===== config.mk =====
export PLATFORM = sky130hd
export DESIGN_NAME = mc_seq_ctrl_flat
export DESIGN_NICKNAME = d
export VERILOG_FILES = /design/src/rtl/mc_seq_ctrl_if.sv /design/src/rtl/mc_seq_ctrl.sv /design/src/flat_wrapper.sv
export SDC_FILE = /design/constraint.sdc
export NUM_CORES = 1
export LEC_CHECK = 0
export ABC_AREA = 1
export ABC_CLOCK_PERIOD_IN_PS = 2200
export CAP_MARGIN = 20
export CORE_ASPECT_RATIO = 1.75
export CORE_MARGIN = 2
export CORE_UTILIZATION = 50
export DETAILED_ROUTE_END_ITERATION = 10
export PLACE_DENSITY = 0.78
export SETUP_SLACK_MARGIN = 0.1
export SYNTH_ARGS = -nofsm -noshare
export SYNTH_HDL_FRONTEND = slang
export SYNTH_SLANG_ARGS = --single-unit

===== constraint.sdc =====
create_clock -name clk -period 2.2 [get_ports clk]
set_clock_uncertainty 0.05 [all_clocks]
set_input_delay 0.55 -clock clk [delete_from_list [all_inputs] [get_ports clk]]
set_output_delay 0.55 -clock clk [all_outputs]
set_load 0.005 [all_outputs]

===== src/rtl/mc_seq_ctrl_if.sv =====
// Memory-port handshake between the miniRV sequencer and the unified I/D memory.
// The sequencer owns request, store strobe and address select; the memory returns ready.
interface mc_seq_ctrl_if;
    logic mem_req;
    logic mem_we;
    logic mem_addr_sel;
    logic mem_ready;

    modport master (output mem_req, output mem_we, output mem_addr_sel, input mem_ready);
    modport slave  (input mem_req, input mem_we, input mem_addr_sel, output mem_ready);
endinterface


===== src/rtl/mc_seq_ctrl.sv =====
// Multi-cycle sequencer for the miniRV datapath: FETCH/DECODE/EXEC/MEM/WB with a sticky TRAP.
// Control outputs are a pure function of state, latched class and the current-cycle inputs.
module mc_seq_ctrl #(
    parameter int INSTRET_W = 32
) (
    input  logic                 clk,
    input  logic                 rst_n,
    input  logic                 run,
    input  logic [6:0]           ir_opcode,
    input  logic                 branch_taken,
    mc_seq_ctrl_if.master        mem,
    output logic                 ir_we,
    output logic                 opnd_we,
    output logic                 pc_we,
    output logic [1:0]           pc_sel,
    output logic                 reg_we,
    output logic [1:0]           reg_write,
    output logic                 illegal,
    output logic [INSTRET_W-1:0] instret
);

    localparam logic [2:0] S_FETCH  = 3'd0;
    localparam logic [2:0] S_DECODE = 3'd1;
    localparam logic [2:0] S_EXEC   = 3'd2;
    localparam logic [2:0] S_MEM    = 3'd3;
    localparam logic [2:0] S_WB     = 3'd4;
    localparam logic [2:0] S_TRAP   = 3'd5;

    localparam logic [2:0] C_R     = 3'd0;
    localparam logic [2:0] C_I     = 3'd1;
    localparam logic [2:0] C_LOAD  = 3'd2;
    localparam logic [2:0] C_STORE = 3'd3;
    localparam logic [2:0] C_BR    = 3'd4;
    localparam logic [2:0] C_JAL   = 3'd5;
    localparam logic [2:0] C_JALR  = 3'd6;
    localparam logic [2:0] C_LUI   = 3'd7;

    logic [2:0]           state_q, state_d;
    logic [2:0]           cls_q, cls_d;
    logic [INSTRET_W-1:0] instret_q, instret_d;

    logic [2:0] dec_cls;
    logic       dec_valid;
    logic       retire;
    logic       mem_req_c, mem_we_c, mem_addr_sel_c;
    logic       ir_we_c, opnd_we_c, pc_we_c, reg_we_c, illegal_c;
    logic [1:0] pc_sel_c, reg_write_c;

    always_comb begin
        dec_valid = 1'b1;
        dec_cls   = C_R;
        case (ir_opcode)
            7'b0110011: dec_cls = C_R;
            7'b0010011: dec_cls = C_I;
            7'b0000011: dec_cls = C_LOAD;
            7'b0100011: dec_cls = C_STORE;
            7'b1100011: dec_cls = C_BR;
            7'b1101111: dec_cls = C_JAL;
            7'b1100111: dec_cls = C_JALR;
            7'b0110111: dec_cls = C_LUI;
            default:    dec_valid = 1'b0;
        endcase
    end

    always_comb begin
        state_d        = state_q;
        cls_d          = cls_q;
        retire         = 1'b0;
        mem_req_c      = 1'b0;
        mem_we_c       = 1'b0;
        mem_addr_sel_c = 1'b0;
        ir_we_c        = 1'b0;
        opnd_we_c      = 1'b0;
        pc_we_c        = 1'b0;
        pc_sel_c       = 2'b00;
        reg_we_c       = 1'b0;
        reg_write_c    = 2'b00;
        illegal_c      = 1'b0;
        case (state_q)
            S_FETCH: begin
                mem_req_c = run;
                ir_we_c   = run & mem.mem_ready;
                if (run && mem.mem_ready) state_d = S_DECODE;
            end
            S_DECODE: begin
                opnd_we_c = 1'b1;
                // Class is only captured for legal opcodes; TRAP never reads it.
                if (dec_valid) begin
                    cls_d   = dec_cls;
                    state_d = S_EXEC;
                end else begin
                    state_d = S_TRAP;
                end
            end
            S_EXEC: begin
                if (cls_q == C_BR) begin
                    pc_we_c  = 1'b1;
                    pc_sel_c = branch_taken ? 2'b11 : 2'b00;
                    retire   = 1'b1;
                    state_d  = S_FETCH;
                end else if (cls_q == C_LOAD || cls_q == C_STORE) begin
                    state_d = S_MEM;
                end else begin
                    state_d = S_WB;
                end
            end
            S_MEM: begin
                mem_req_c      = 1'b1;
                mem_addr_sel_c = 1'b1;
                mem_we_c       = (cls_q == C_STORE);
                if (mem.mem_ready) begin
                    if (cls_q == C_STORE) begin
                        pc_we_c = 1'b1;
                        retire  = 1'b1;
                        state_d = S_FETCH;
                    end else begin
                        state_d = S_WB;
                    end
                end
            end
            S_WB: begin
                reg_we_c = 1'b1;
                pc_we_c  = 1'b1;
                retire   = 1'b1;
                state_d  = S_FETCH;
                case (cls_q)
                    C_JAL, C_JALR: reg_write_c = 2'b01;
                    C_LOAD:        reg_write_c = 2'b10;
                    C_LUI:         reg_write_c = 2'b11;
                    default:       reg_write_c = 2'b00;
                endcase
                case (cls_q)
                    C_JAL:   pc_sel_c = 2'b01;
                    C_JALR:  pc_sel_c = 2'b10;
                    default: pc_sel_c = 2'b00;
                endcase
            end
            S_TRAP: illegal_c = 1'b1;
            default: state_d = S_FETCH;
        endcase
        instret_d = retire ? instret_q + INSTRET_W'(1) : instret_q;
    end

    always_ff @(posedge clk or negedge rst_n) begin
        if (!rst_n) begin
            state_q   <= S_FETCH;
            cls_q     <= C_R;
            instret_q <= '0;
        end else begin
            state_q   <= state_d;
            cls_q     <= cls_d;
            instret_q <= instret_d;
        end
    end

    // While reset is held every strobe is forced low, so an in-flight request drops at once.
    assign mem.mem_req      = mem_req_c & rst_n;
    assign mem.mem_we       = mem_we_c & rst_n;
    assign mem.mem_addr_sel = mem_addr_sel_c & rst_n;
    assign ir_we            = ir_we_c & rst_n;
    assign opnd_we          = opnd_we_c & rst_n;
    assign pc_we            = pc_we_c & rst_n;
    assign pc_sel           = pc_sel_c & {2{rst_n}};
    assign reg_we           = reg_we_c & rst_n;
    assign reg_write        = reg_write_c & {2{rst_n}};
    assign illegal          = illegal_c & rst_n;
    assign instret          = instret_q;

endmodule


===== src/flat_wrapper.sv =====
// flat-port wrapper written by rule: the top's interface ports become plain ports
module mc_seq_ctrl_flat 
#(
    parameter int INSTRET_W = 32
)
  (clk, rst_n, run, ir_opcode, branch_taken, ir_we, opnd_we, pc_we, pc_sel, reg_we, reg_write, illegal, instret, mem_mem_req, mem_mem_we, mem_mem_addr_sel, mem_mem_ready);
  mc_seq_ctrl_if mem_i ();
  input  logic clk;
  input  logic rst_n;
  input  logic run;
  input  logic [6:0] ir_opcode;
  input  logic branch_taken;
  output logic ir_we;
  output logic opnd_we;
  output logic pc_we;
  output logic [1:0] pc_sel;
  output logic reg_we;
  output logic [1:0] reg_write;
  output logic illegal;
  output logic [INSTRET_W-1:0] instret;
  output wire logic [$bits(mem_i.mem_req)-1:0] mem_mem_req;
  output wire logic [$bits(mem_i.mem_we)-1:0] mem_mem_we;
  output wire logic [$bits(mem_i.mem_addr_sel)-1:0] mem_mem_addr_sel;
  input wire logic [$bits(mem_i.mem_ready)-1:0] mem_mem_ready;
  assign mem_mem_req = mem_i.mem_req;
  assign mem_mem_we = mem_i.mem_we;
  assign mem_mem_addr_sel = mem_i.mem_addr_sel;
  assign mem_i.mem_ready = mem_mem_ready;
  mc_seq_ctrl #(.INSTRET_W(INSTRET_W)) u_core (.clk(clk), .rst_n(rst_n), .run(run), .ir_opcode(ir_opcode), .branch_taken(branch_taken), .mem(mem_i), .ir_we(ir_we), .opnd_we(opnd_we), .pc_we(pc_we), .pc_sel(pc_sel), .reg_we(reg_we), .reg_write(reg_write), .illegal(illegal), .instret(instret));
endmodule

==> impl_metrics.py, run 1 <==
metrics = {
    "final_layout": {
        "drive_above_1_share_pct": 16.9,
        "nets": 521,
        "design_area_mm2": 0.00364,
        "diodes": 0,
        "syn2layout_area_growth_pct": 33.0,
    },
    "critical_path": {
        "required_ns": 1.60,
        "worstReg2RegStart": "u_core.state_q[2]$_DFFE_PN0P_",
        "cp.arrival_ns": 1.45,
        "worstRegToRegCells": 15,
        "r2r-end": "u_core.state_q[0]$_DFFE_PN0P_",
        "rrSetupSlack_ns": 0.16,
        "critPathCaptureType": "output port",
        "crit_fanout": 3,
        "critPathLaunchType": "register",
        "crit_type": "reg2out",
    },
    "routing": {
        "first_iter_violations": 133,
        "vias_per_cell": 5.26,
        "vias": 2969,
        "wl_mm": 7.62,
        "first_pass_iters": 4,
        "postRouteAntennaNets": 0,
        "wl_per_cell_um": 13.5,
        "drc": 0,
    },
    "grt": {
        "grt_pass1_wl_mm": 12.7,
        "grt_max_degree": 39,
        "grt_pass1_vias": 2907,
        "grtUsageTotal_pct": 27.1,
        "grt_antenna_before_repair": 0,
        "grt-ovfl-total": 0,
    },
    "clock_network": {
        "clk_pin_slew_worst_paths_ns": 0.09,
        "root_buffer": "clkbuf_8",
        "cts_tree": "yes",
        "ctsHoldBuffers": 0,
        "cts_buffer_depth": 2,
        "insertion_delay_ns": 0.30,
        "htree_levels": 2,
        "clkSinkCount": 38,
        "cts_buffers": 5,
    },
    "power_and_ir_drop": {
        "leakage_nw": 1.69,
        "ir_worst_vdd_mv": 0.659,
        "p_per_area_mw_per_mm2": 700,
        "power_mw": 2.55,
    },
    "die": {
        "initial_core_util_pct": 52.1,
        "rows": 35,
        "core_region_area_mm2": 0.00526,
        "ioPinCount": 56,
        "dieArea_mm2": 0.00611,
        "die_h_um": 102,
        "fp.dieW_um": 59.9,
    },
    "logic_synthesis": {
        "synth_compound_area_share_pct": 4.98,
        "synthAdderAreaFrac_pct": 0.457,
        "syn-cell-area_mm2": 0.00274,
        "synth_xor_area_share_pct": 4.16,
        "synth_cell_types": 35,
        "synth-seq-area-share_pct": 34.7,
        "syn_inst": 422,
        "ys_ff_latch": 38,
        "avgSynthCellArea_um2": 6.49,
        "synth_top_family_by_area": "simple AND/OR/NAND/NOR gates",
        "yosys.area_share.simple_pct": 47.3,
        "yosysWarnings": 0,
        "synth_mux_area_share_pct": 0,
        "syn-num-nets": 435,
    },
    "sta": {
        "fmax_ghz": 0.488,
        "tightest_slew_ns": 0.488,
        "finalSetupViolations": 0,
        "rsz0062_at_grt": "true",
        "slew_violations": 0,
        "fin_ws_ns": 0.150,
        "fin_crit_sh_pct": 93.2,
        "max_slew_margin_pct": 67.5,
        "period_minus_slack_ns": 2.05,
        "holdWs_ns": 0.364,
        "timing.final.hold_violations": 0,
        "tns_ns": 0,
    },
    "placement": {
        "port_buffers": 55,
        "placed_cell_area_mm2": 0.00341,
        "place.detailed.hpwl_mm": 5.62,
        "place.gp.congestion": 0.924,
        "pre_cts_ws_ns": -0.308,
    },
    "worst_hold_path": {
        "hp-class": "in2async",
    },
    "outcome": {
        "status": "finished, final reports clean",
    },
    "flow_run": {
        "drv_cap": 0,
    },
}
## cell families (layout without fill, tap and decap cells)
kind of cell / after synthesis / after routing
fa+ha+maj: 1 / 1
buf+inv: 48 / 135
compound gates: 21 / 21
flops: 38 / 38
simple gates: 301 / 301
xor+xnor: 13 / 13
## cell usage after synthesis
| cell type | n | area [um^2] |
|---|---|---|
| nand2_4 | 2 | 22.5 |
| nor3_1 | 9 | 45.0 |
| inv_1 | 38 | 143 |
| nand2_1 | 171 | 642 |
| buf_4 | 1 | 7.51 |
| and3b_1 | 1 | 8.76 |
| nand2_2 | 4 | 25.0 |
| nor2_4 | 1 | 11.3 |
| ha_1 | 1 | 12.5 |
| buf_8 | 1 | 15.0 |
| inv_2 | 4 | 15.0 |
| nor2_2 | 5 | 31.3 |
| xnor2_1 | 10 | 87.6 |
| nand4_2 | 2 | 25.0 |
| nor3_2 | 1 | 10.0 |
| a21oi_1 | 4 | 20.0 |
| xor2_1 | 3 | 26.3 |
| o211ai_1 | 1 | 7.51 |
| nand4_1 | 4 | 25.0 |
| nand3_1 | 21 | 105 |
| o21ai_2 | 6 | 52.6 |
| nor3b_1 | 1 | 7.51 |
| nand3b_1 | 7 | 52.6 |
| buf_2 | 1 | 5.00 |
| o21ai_0 | 3 | 15.0 |
| nor2_1 | 69 | 259 |
| o21ai_1 | 4 | 20.0 |
| nand3_2 | 2 | 20.0 |
| nor4_1 | 1 | 6.26 |
| dfrtp_1 | 38 | 951 |
| buf_12 | 2 | 40.0 |
| a31oi_1 | 1 | 6.26 |
| clkinv_1 | 1 | 3.75 |
| a211oi_1 | 1 | 7.51 |
| o21bai_1 | 1 | 7.51 |
## layout make-up
cell class | count | area (um^2)
flip-flops and latches | 38 | 951
well taps | 55 | 68.8
multi-input cells | 336 | 1630
clock buffers | 5 | 68.8
repair buffers | 84 | 727
inverters | 43 | 161
fillers | 456 | 1610
clock inverters | 3 | 40.0
## stage by stage
stage                     instances  utilization [%]
final                           564             69.3
after global routing            564             69.3
after detailed placement        543             64.8
after floorplan                 422                -
after global placement          543             64.8
after CTS                       563             68.1
## where the power goes
group          total, mW  internal, mW  leakage, nW  switching [mW]
sequential         0.913         0.786        0.513           0.127
clock              0.596         0.334       0.0579           0.262
combinational       1.04         0.498         1.12           0.542
total               2.55          1.62         1.69           0.931
## worst max-delay path by stage
stage	startpoint	endpoint	slack (ns)	cells after the start
final	u_core.cls_q[0]$_DFFE_PN0P_	pc_we	0.15	8
after CTS	mem_mem_ready	pc_we	0.09	8
after global routing	u_core.state_q[2]$_DFFE_PN0P_	u_core.state_q[0]$_DFFE_PN0P_	0.06	15
after global placement	mem_mem_ready	pc_we	-0.28	8
after detailed placement	branch_taken	pc_sel[0]	-0.31	5
after floorplan	u_core.cls_q[1]$_DFFE_PN0P_	pc_we	0.40	8
## sequential cells by signal (all words and copies together), names as in the netlist
| signal | count |
|---|---|
| u_core.state_q | 3 |
| u_core.cls_q | 3 |
| u_core.instret | 32 |
## cells in the final DEF, fill, tap and decap left out, drive strengths merged, types with 2 or more instances in the layout
cell type / instances
xor2: 3
inv: 42
a21oi: 4
dlymetal6s2s: 2
xnor2: 10
clkbuf: 6
clkdlybuf4s50: 40
nor3: 10
dlygate4sd2: 4
nand2: 177
nand3: 23
o21ai: 13
nor2: 75
clkinv: 3
dfrtp: 38
buf: 37
nand4: 6
nand3b: 7
## per-layer routing
metal,vias to the layer above,track usage (%),share of wire [%]
met5,-,0,0
met4,0,12.5,3.5
met3,19,5.44,4.2
met2,82,49.9,56
met1,1376,28.3,36
li1,1492,-,-
## worst max-delay path, stage by stage, from the launching register on
cell     delay [ns]
dfrtp_1        0.40
nor2_2         0.17
nand2_2        0.10
nor2_1         0.15
nor2_2         0.05
nand2_2        0.06
inv_2          0.04
nor2_1         0.07
buf_2          0.11
## timing repair
item	4_1_cts	5_1_grt
buffers inserted	12	2
pin swaps	5	10
resized for setup	37	19
setup endpoints to repair	12	12
No activity file was read; power rests on OpenSTA's default activity.
==> run 2, diff against run 1 <==
--- a/config.mk
+++ b/config.mk
@@ -9,10 +9,10 @@
 export ABC_CLOCK_PERIOD_IN_PS = 2200
 export CAP_MARGIN = 20
 export CORE_ASPECT_RATIO = 1.75
-export CORE_MARGIN = 2
 export CORE_UTILIZATION = 50
+export CTS_BUF_LIST = sky130_fd_sc_hd__clkbuf_8
 export DETAILED_ROUTE_END_ITERATION = 10
-export PLACE_DENSITY = 0.78
+export DONT_BUFFER_PORTS = 1
 export SETUP_SLACK_MARGIN = 0.1
 export SYNTH_ARGS = -nofsm -noshare
 export SYNTH_HDL_FRONTEND = slang
==> run 2 against run 1 <==
The run now ends with DRC left. Sequential share of layout area grew 5.8 points. Routed wire length decreased by 9.5%. Die area down 5.2%. Clock power up 25%. Critical endpoint is now pc_sel[1].
==> impl_metrics.py, run 2 (synthesis results as in run 1) <==
metrics = {
    "outcome": {
        "status": "complete, but fails checks",
        "violations": "DRC",
    },
    "grt": {
        "grt_antenna_before_repair": 0,
        "grt_pass1_vias": 2427,
        "grt_pass1_wl_mm": 11.1,
        "grtUsageTotal_pct": 25.3,
        "grt-ovfl-total": 0,
        "grt_max_degree": 41,
    },
    "die": {
        "rows": 35,
        "fp.dieW_um": 57.9,
        "dieArea_mm2": 0.00579,
        "die_h_um": 99.9,
        "core_region_area_mm2": 0.00526,
        "initial_core_util_pct": 52.1,
        "ioPinCount": 56,
    },
    "clock_network": {
        "clk_pin_slew_worst_paths_ns": 0.08,
        "htree_levels": 2,
        "clkSinkCount": 38,
        "cts_tree": "yes",
        "insertion_delay_ns": 0.30,
        "cts_buffer_depth": 2,
        "root_buffer": "clkbuf_8",
        "cts_buffers": 5,
    },
    "routing": {
        "postRouteAntennaNets": 0,
        "wl_met3_um": 279,
        "wl_mm": 6.90,
        "wl_per_cell_um": 14.2,
        "met1_length_mm": 2.58,
        "vias": 2564,
        "first_pass_iters": 7,
        "drc": 4,
        "vias_per_cell": 5.28,
        "wl_met2_mm": 3.93,
        "top_layer": "met4",
        "first_iter_violations": 111,
    },
    "final_layout": {
        "largest_reg_flops": 32,
        "final_common_cell": "nand2_1",
        "nets": 443,
        "instances_no_fill": 486,
        "syn2layout_area_growth_pct": 9.32,
        "post-route-util_pct": 57.0,
        "fillers": 535,
        "multiInputGateArea_mm2": 0.00160,
        "final_cell_mix": "171 x nand2_1, 65 x nor2_1, 36 x inv_1",
        "seq_area_um2": 955,
        "diodes": 0,
        "drive_above_1_share_pct": 13.0,
    },
    "sta": {
        "fmax_ghz": 0.491,
        "fin_ws_ns": 0.165,
        "finalSetupViolations": 0,
        "timing.final.hold_violations": 0,
        "slew_violations": 0,
        "fin_crit_sh_pct": 92.5,
        "period_minus_slack_ns": 2.04,
        "rsz0062_at_grt": "true",
        "tightest_slew_ns": 0.514,
        "max_slew_margin_pct": 65.4,
        "tns_ns": 0,
    },
    "critical_path": {
        "crit_family": "simple AND/OR/NAND/NOR gates",
        "critPathLaunchType": "register",
        "path_buf_inv": 0,
        "crit_fanout": 5,
        "critPathCaptureType": "output port",
        "cp.arrival_ns": 1.44,
        "slowest_delay_ns": 0.44,
        "crit_type": "reg2out",
        "cpMaxStageDelayCell": "dfrtp_1",
        "rrSetupSlack_ns": 0.33,
        "path_cells": "nor2_2 > nand2_1 > nor3b_2 > a31oi_1 > nor2_1",
        "required_ns": 1.60,
    },
    "placement": {
        "pre_cts_ws_ns": 0.272,
        "place.detailed.hpwl_mm": 5.35,
        "port_buffers": 0,
        "place.gp.congestion": 0.887,
        "place_inst": 475,
    },
    "power_and_ir_drop": {
        "power_mw": 2.27,
        "leakage_nw": 1.34,
        "ir_worst_vdd_mv": 0.430,
        "p_per_area_mw_per_mm2": 757,
    },
    "worst_hold_path": {
        "hp-class": "in2async",
    },
    "flow_run": {
        "drv_cap": 0,
    },
}
run 2: cell count changes in the layout (fill, tap and decap cells not counted), sizes merged:
cell	change
clkdlybuf4s50	-40
clkinv	-2
buf	-31
dlymetal6s2s	-2
bufinv	+1
dlygate4sd2	-4
run 2: area by class of cell:
cell class | instances | share of cell area [%]
Clock buffer | 6 | 2.76
Sequential cell | 38 | 31.9
Tap cell | 55 | 2.30
Clock inverter | 2 | 2.01
Timing Repair Buffer | 6 | 2.17
Inverter | 43 | 5.47
Multi-Input combinational cell | 336 | 53.4
run 2: final timing paths:
kind                                               start                             end  cells after the start
max in group asynchronous                          rst_n  u_core.instret[23]$_DFFE_PN0P_                      1
min in group clk                                     run   u_core.state_q[0]$_DFFE_PN0P_                      3
min reg2reg                u_core.instret[4]$_DFFE_PN0P_   u_core.instret[4]$_DFFE_PN0P_                      1
max                          u_core.cls_q[0]$_DFFE_PN0P_                       pc_sel[1]                      5
max reg2reg                u_core.instret[0]$_DFFE_PN0P_  u_core.instret[24]$_DFFE_PN0P_                      8
min                                                rst_n  u_core.instret[11]$_DFFE_PN0P_                      1
run 2: worst register-to-register path, delay by kind of cell, from the launching register on:
family,cells,cell delay (ns)
AO/OA/AOI/OAI,1,0.06
adder cells (fa/ha/maj),1,0.26
flip-flops,1,0.49
AND/OR/NAND/NOR,6,0.89
run 2: metal layers:
layer,vias up,global-route usage [%]
li1,1328,-
met1,1172,26.4
met2,55,48.6
met3,9,4.12
met4,0,9.34
met5,-,0
run 2: timing repair:
| action | CTS | global route |
|---|---|---|
| endpoints found under the hold margin | 38 | 38 |
| setup endpoints to repair | 5 | 9 |
| setup buffers | 1 | 1 |
| resized for setup | 7 | 9 |
| pin swaps | 0 | 3 |
run 2: power breakdown:
part           switching (mW)  leakage, nW  internal (mW)
Combinational           0.395        0.762          0.194
Clock                   0.262       0.0714          0.484
Sequential              0.142        0.509          0.789
run 2: metrics by stage:
step / hold WS, ns / cell area [um^2]
CTS: -0.121 / 2930
detailed placement: 0.205 / 2760
global route: 0.0374 / 2990
global placement: 0.205 / 2760
finish: 0.0274 / 2990
floorplan: 0.204 / 2740
